## config.mk

```make
export PLATFORM = sky130hd
export DESIGN_NAME = mesi_cache_ctrl
export DESIGN_NICKNAME = d
export VERILOG_FILES = /design/src/rtl/mesi_cache_ctrl.sv
export SDC_FILE = /design/constraint.sdc
export NUM_CORES = 1
export LEC_CHECK = 0
export ABC_AREA = 1
export BUFFER_PORTS_ARGS = -buffer_cell sky130_fd_sc_hd__buf_2
export CORE_ASPECT_RATIO = 1.5
export CORE_MARGIN = 10
export CORE_UTILIZATION = 35
export DETAILED_ROUTE_END_ITERATION = 6
export SLEW_MARGIN = 20
export SYNTH_ARGS = -nofsm -noshare
export SYNTH_HDL_FRONTEND = slang
export SYNTH_SLANG_ARGS = --single-unit
```

## constraint.sdc

```tcl
create_clock -name clk -period 4.9 [get_ports clk]
set_input_delay 0.735 -clock clk [delete_from_list [all_inputs] [get_ports clk]]
set_output_delay 0.735 -clock clk [all_outputs]
set_load 0.02 [all_outputs]
```

## src/rtl/mesi_cache_ctrl.sv

```systemverilog
// mesi_cache_ctrl: per-core MESI coherence controller over a direct-mapped
// tag/state array; drives one snoopy-bus request slot and reacts to snoops.
// Optional MESI_STATS_EN adds saturating hit/miss/snoop-invalidate counters.
module mesi_cache_ctrl #(
  parameter int unsigned ADDR_W    = 32,
  parameter int unsigned NUM_LINES = 4,
  parameter int unsigned BUS_LAT   = 2
) (
  input  logic              clk,
  input  logic              rst,
  input  logic              cpu_req_valid,
  output logic              cpu_req_ready,
  input  logic              cpu_req_we,
  input  logic [ADDR_W-1:0] cpu_req_addr,
  output logic              cpu_resp_valid,
  output logic              cpu_resp_hit,
  output logic              req_read,
  output logic              req_write,
  output logic [ADDR_W-1:0] addr,
  input  logic              snoop_read,
  input  logic              snoop_read_excl,
  input  logic              snoop_invalidate,
  input  logic [ADDR_W-1:0] snoop_addr,
  input  logic              shared_in,
  output logic              shared_out,
  output logic              flush_valid,
  output logic [ADDR_W-1:0] flush_addr
`ifdef MESI_STATS_EN
  ,
  output logic [15:0]       hit_cnt,
  output logic [15:0]       miss_cnt,
  output logic [15:0]       snoop_inv_cnt
`endif
);

  localparam int unsigned IDX_W = $clog2(NUM_LINES);
  localparam int unsigned TAG_W = ADDR_W - IDX_W;
  localparam int unsigned CNT_W = $clog2(BUS_LAT + 1);

  localparam logic [1:0] ST_I = 2'b00;
  localparam logic [1:0] ST_S = 2'b01;
  localparam logic [1:0] ST_E = 2'b10;
  localparam logic [1:0] ST_M = 2'b11;

  typedef enum logic [1:0] {IDLE = 2'd0, BUS = 2'd1, RESP = 2'd2} fsm_t;

  fsm_t              state_q, state_d;
  logic [TAG_W-1:0]  tag_q  [NUM_LINES];
  logic [1:0]        mesi_q [NUM_LINES];
  logic [ADDR_W-1:0] lat_addr_q;
  logic              lat_we_q;
  logic              resp_hit_q;
  logic              conflict_q;
  logic [CNT_W-1:0]  cnt_q;

  logic [IDX_W-1:0]  req_idx, snp_idx, lat_idx;
  logic [TAG_W-1:0]  req_tag, snp_tag, lat_tag;
  logic              accept, req_hit, req_fast, upgrade;
  logic              snp_hit, snp_kill, snp_upd, snp_flush;
  logic [1:0]        snp_next, inst_state;
  logic              bus_last, conflict_now, conflict_c, victim_flush;

  // Request, snoop and install decode against the pre-update array
  always_comb begin
    req_idx      = cpu_req_addr[IDX_W-1:0];
    req_tag      = cpu_req_addr[ADDR_W-1:IDX_W];
    snp_idx      = snoop_addr[IDX_W-1:0];
    snp_tag      = snoop_addr[ADDR_W-1:IDX_W];
    lat_idx      = lat_addr_q[IDX_W-1:0];
    lat_tag      = lat_addr_q[ADDR_W-1:IDX_W];
    accept       = cpu_req_valid && (state_q == IDLE);
    req_hit      = (mesi_q[req_idx] != ST_I) && (tag_q[req_idx] == req_tag);
    req_fast     = req_hit && !(cpu_req_we && (mesi_q[req_idx] == ST_S));
    snp_hit      = (mesi_q[snp_idx] != ST_I) && (tag_q[snp_idx] == snp_tag);
    snp_kill     = snoop_invalidate || snoop_read_excl;
    snp_upd      = snp_hit && (snp_kill || snoop_read);
    snp_next     = snp_kill ? ST_I : ST_S;
    snp_flush    = snp_upd && (mesi_q[snp_idx] == ST_M);
    shared_out   = snoop_read && snp_hit;
    // A same-cycle snoop on the line wins over the silent E->M upgrade
    upgrade      = accept && cpu_req_we && req_hit && (mesi_q[req_idx] == ST_E)
                   && !(snp_upd && (snp_idx == req_idx));
    bus_last     = (state_q == BUS) && (cnt_q == CNT_W'(BUS_LAT - 1));
    conflict_now = (state_q == BUS) && snp_kill && (snoop_addr == lat_addr_q);
    conflict_c   = conflict_q || conflict_now;
    inst_state   = conflict_c ? ST_I : (lat_we_q ? ST_M : (shared_in ? ST_S : ST_E));
    victim_flush = bus_last && (mesi_q[lat_idx] == ST_M) && (tag_q[lat_idx] != lat_tag);
  end

  // FSM state register
  always_ff @(posedge clk) begin
    if (rst) state_q <= IDLE;
    else     state_q <= state_d;
  end

  // FSM next-state
  always_comb begin
    state_d = state_q;
    case (state_q)
      IDLE:    if (accept) state_d = req_fast ? RESP : BUS;
      BUS:     if (bus_last) state_d = RESP;
      RESP:    state_d = IDLE;
      default: state_d = IDLE;
    endcase
  end

  // FSM outputs decoded from registered state
  always_comb begin
    cpu_req_ready  = (state_q == IDLE);
    cpu_resp_valid = (state_q == RESP);
    cpu_resp_hit   = (state_q == RESP) && resp_hit_q;
    req_read       = (state_q == BUS) && !lat_we_q;
    req_write      = (state_q == BUS) && lat_we_q;
    addr           = (state_q == BUS) ? lat_addr_q : '0;
  end

  // Request latch, bus timer, line array and flush pulse; install beats snoop
  always_ff @(posedge clk) begin
    if (rst) begin
      lat_addr_q  <= '0;
      lat_we_q    <= 1'b0;
      resp_hit_q  <= 1'b0;
      conflict_q  <= 1'b0;
      cnt_q       <= '0;
      flush_valid <= 1'b0;
      flush_addr  <= '0;
      for (int i = 0; i < int'(NUM_LINES); i++) begin
        tag_q[i]  <= '0;
        mesi_q[i] <= ST_I;
      end
    end else begin
      if (accept) begin
        lat_addr_q <= cpu_req_addr;
        lat_we_q   <= cpu_req_we;
        resp_hit_q <= req_fast;
        cnt_q      <= '0;
      end
      if (state_q == BUS) cnt_q <= CNT_W'(cnt_q + 1'b1);
      if (state_q == RESP)   conflict_q <= 1'b0;
      else if (conflict_now) conflict_q <= 1'b1;
      // Snoop flush takes the port if both events coincide
      flush_valid <= snp_flush || victim_flush;
      if (snp_flush)         flush_addr <= snoop_addr;
      else if (victim_flush) flush_addr <= {tag_q[lat_idx], lat_idx};
      if (snp_upd) mesi_q[snp_idx] <= snp_next;
      if (upgrade) mesi_q[req_idx] <= ST_M;
      if (bus_last) begin
        tag_q[lat_idx]  <= lat_tag;
        mesi_q[lat_idx] <= inst_state;
      end
    end
  end

`ifdef MESI_STATS_EN
  // Saturating statistics counters
  always_ff @(posedge clk) begin
    if (rst) begin
      hit_cnt       <= '0;
      miss_cnt      <= '0;
      snoop_inv_cnt <= '0;
    end else begin
      if (state_q == RESP) begin
        if (resp_hit_q) begin
          if (hit_cnt != 16'hFFFF) hit_cnt <= hit_cnt + 16'd1;
        end else begin
          if (miss_cnt != 16'hFFFF) miss_cnt <= miss_cnt + 16'd1;
        end
      end
      if (snp_hit && snp_kill && (snoop_inv_cnt != 16'hFFFF))
        snoop_inv_cnt <= snoop_inv_cnt + 16'd1;
    end
  end
`endif

endmodule

```

==> flow_metrics.py <==
metrics = {
    "die": {
        "rows": 87,
        "initial_utilization_pct": 35.4,
        "die-width_um": 179,
        "core_area_sq_um": 37600,
        "die_h_um": 259,
        "die_area_sq_um": 46300,
        "io_pins": 143,
    },
    "placement": {
        "place.detailed.hpwl_um": 41800,
        "gp_congestion": 1.03,
        "port_buffers": 142,
        "placedCellCount": 2599,
        "dpl_worst_slack_ns": 1.10,
    },
    "layout": {
        "nets": 2207,
        "ff_latch_area_sq_um": 5330,
        "nFillCells": 4010,
        "diodes": 0,
        "drive_gt1_share_pct": 10.6,
        "final_util_pct": 40.5,
        "final_cells": 2639,
        "mostFrequentLayoutCell": "nand2_1",
        "mostFrequentLayoutCells": "nand2_1, nand3_1, nor2_1",
        "syn2layout_area_growth_pct": 14.4,
        "multi_input_area_sq_um": 6650,
    },
    "global_routing": {
        "grt_use_total_pct": 24.8,
        "grt_pass1_vias": 13500,
        "overflow": 0,
        "antenna_found_initial": 0,
        "grt_pass1_wl_um": 86200,
        "grt_start_max_net_pins": 75,
    },
    "worst_hold_path": {
        "hp-class": "flop to flop",
        "holdCritStartpoint": "resp_hit_q$_SDFFE_PP0P_",
        "min_path_cells": 2,
        "whs_endpoint": "resp_hit_q$_SDFFE_PP0P_",
    },
    "critical_path": {
        "r2r-end": "flush_addr[14]$_SDFFE_PP0P_",
        "crit_arrival_ns": 4.24,
        "critPathKind": "flop to flop",
        "reg2reg_slack_ns": 1.08,
        "worstPathMaxFanout": 64,
        "critical_path_required_ns": 5.32,
        "start_kind": "flop",
        "r2r.worst_path.cells": 14,
        "crit_path_end_kind": "flop",
    },
    "drt": {
        "viasPerCell": 5.40,
        "drtIter0Drc": 1601,
        "drt-pass1-iter-count": 5,
        "drtAntennaViolNets": 0,
        "num_vias": 14200,
        "drt_wl_total_um": 59100,
        "wl_per_cell_um": 22.4,
        "drc": 0,
    },
    "logic_synthesis": {
        "yosysTopAreaCell": "edfxtp_1",
        "syn_area_per_cell_sq_um": 6.50,
        "async_flop_share_pct": 0,
        "synth.distinct_cells": 37,
        "syn_area_sq_um": 13300,
        "synth_top_area_share_pct": 28.9,
        "syn_nets": 2118,
        "ys_warn_count": 0,
        "synth.area.top_cells": "edfxtp_1, nand2_1, dfxtp_1",
        "ys_ff_latch": 202,
        "synth_ff_type": "edfxtp_1",
        "syn_inst": 2045,
        "synth_edf_count": 128,
        "ys_seq_area_share_pct": 40.1,
    },
    "sta": {
        "rsz0062_at_grt": "false",
        "min_period_ns": 3.82,
        "worst_slack_ns": 1.08,
        "finalClockSkew_ns": 0.0139,
        "timing.final.crit_share_pct": 77.9,
        "setup_tns_ns": 0,
        "tightest_slew_ns": 0.993,
        "slew_headroom_pct": 33.0,
        "setup_violations": 0,
        "max_freq_mhz": 262,
        "whs_ns": 0.450,
        "drv_slew": 0,
        "finalHoldViolCount": 0,
    },
    "cts": {
        "path_clk_slew_ns": 0.08,
        "h-tree-depth": 1,
        "cts_setup_buffers": 0,
        "root_buffer": "clkbuf_16",
        "cts_tree": "yes",
        "clock-sinks": 202,
        "cts_buffer_depth": 3,
        "numCtsBuffers": 22,
        "cts.repair.resized": 0,
        "hold_buffers": 0,
        "worstSkewPairLatency_ns": 0.55,
    },
    "pwr": {
        "p_leak_uw": 0.00711,
        "ir_drop_mv": 0.250,
        "p_per_area_nw_per_um2": 319,
    },
    "run": {
        "cap_violations": 0,
    },
    "run_status": {
        "outcome": "finished, final reports clean",
    },
}
stage by stage:
stage / power [uW] / area [sq um]
after floorplan: 2580 / 13300
after global placement: 3000 / 14400
after detailed placement: 3000 / 14400
after CTS: 4830 / 15200
after global routing: 5000 / 15200
final: 4850 / 15200
critical path, cell delays in order, from the launching register on:
cell and delay, ns:
dfxtp_2 0.33, buf_4 0.64, nand2_1 0.10, nand3_1 0.12, nand2_1 0.14, xor2_1 0.59, nand2_1 0.11, nor2_1 0.26
nand2_1 0.08, nor2_1 0.10, nand2_1 0.08, nand2_2 0.23, nand2_2 0.47, o21ai_1 0.31, a21oi_1 0.07
flip-flops by register name, indices dropped and copies added (netlist names), named ones only:
signal / cells
cnt_q: 2
conflict_q: 1
flush_addr: 32
flush_valid: 1
lat_addr_q: 32
lat_we_q: 1
mesi_q: 8
resp_hit_q: 1
state_q: 2
tag_q: 120
metal layers:
layer	track usage (%)	share of wire (%)	up-vias
met2	40.2	47	796
met1	30.5	38	6560
li1	-	-	6706
met4	16.2	7.0	0
met5	0	0	-
met3	2.93	8.6	183
worst max path at each step:
stage,startpoint,endpoint,slack [ns]
5_1_grt,flop,flush_addr[31]$_SDFFE_PP0P_,0.82
4_1_cts,snoop_addr[1],shared_out,1.24
2_1_floorplan,cnt_q[0]$_SDFFE_PP0P_,tag_q[3][0]$_DFFE_PP_,1.50
6_report,flop,flush_addr[14]$_SDFFE_PP0P_,1.08
3_5_place_dp,snoop_addr[1],flush_addr[31]$_SDFFE_PP0P_,1.10
3_3_place_gp,snoop_addr[0],flush_addr[31]$_SDFFE_PP0P_,1.13
cell type report:
class | instances | area share, %
sequential | 202 | 35.0
clock buffer | 23 | 3.79
clock inverter | 17 | 1.36
inverter | 218 | 5.38
multi-input combinational | 1517 | 43.8
timing repair buffer | 173 | 6.62
tap | 489 | 4.03
logic make-up after synthesis:
logic type / Yosys count / share of synthesized area (%)
AOI/OAI and AO/OA: 206 / 7.99
xor gates and xnor gates: 31 / 2.04
DFF: 202 / 40.1
and+or+nand+nor: 1279 / 39.8
adders and majority gates: 1 / 0.0942
buffers and inverters: 326 / 9.98
power breakdown:
part	internal [uW]	leakage (uW)	switching [uW]	total [uW]
Clock	1070	0.000384	774	1850
Sequential	1880	0.00193	66.3	1950
Combinational	268	0.00480	779	1050
synthesized netlist by cell type (31+ instances only):
library cell and count:
edfxtp_1 128, nand2_1 731, o21ai_0 77, nand3_1 248
clkbuf_1 61, inv_1 208, dfxtp_1 74, o21ai_1 37
a21oi_1 82, nand4_1 31, nor2_1 239, buf_2 34
No activity file was read; power rests on OpenSTA's default activity.
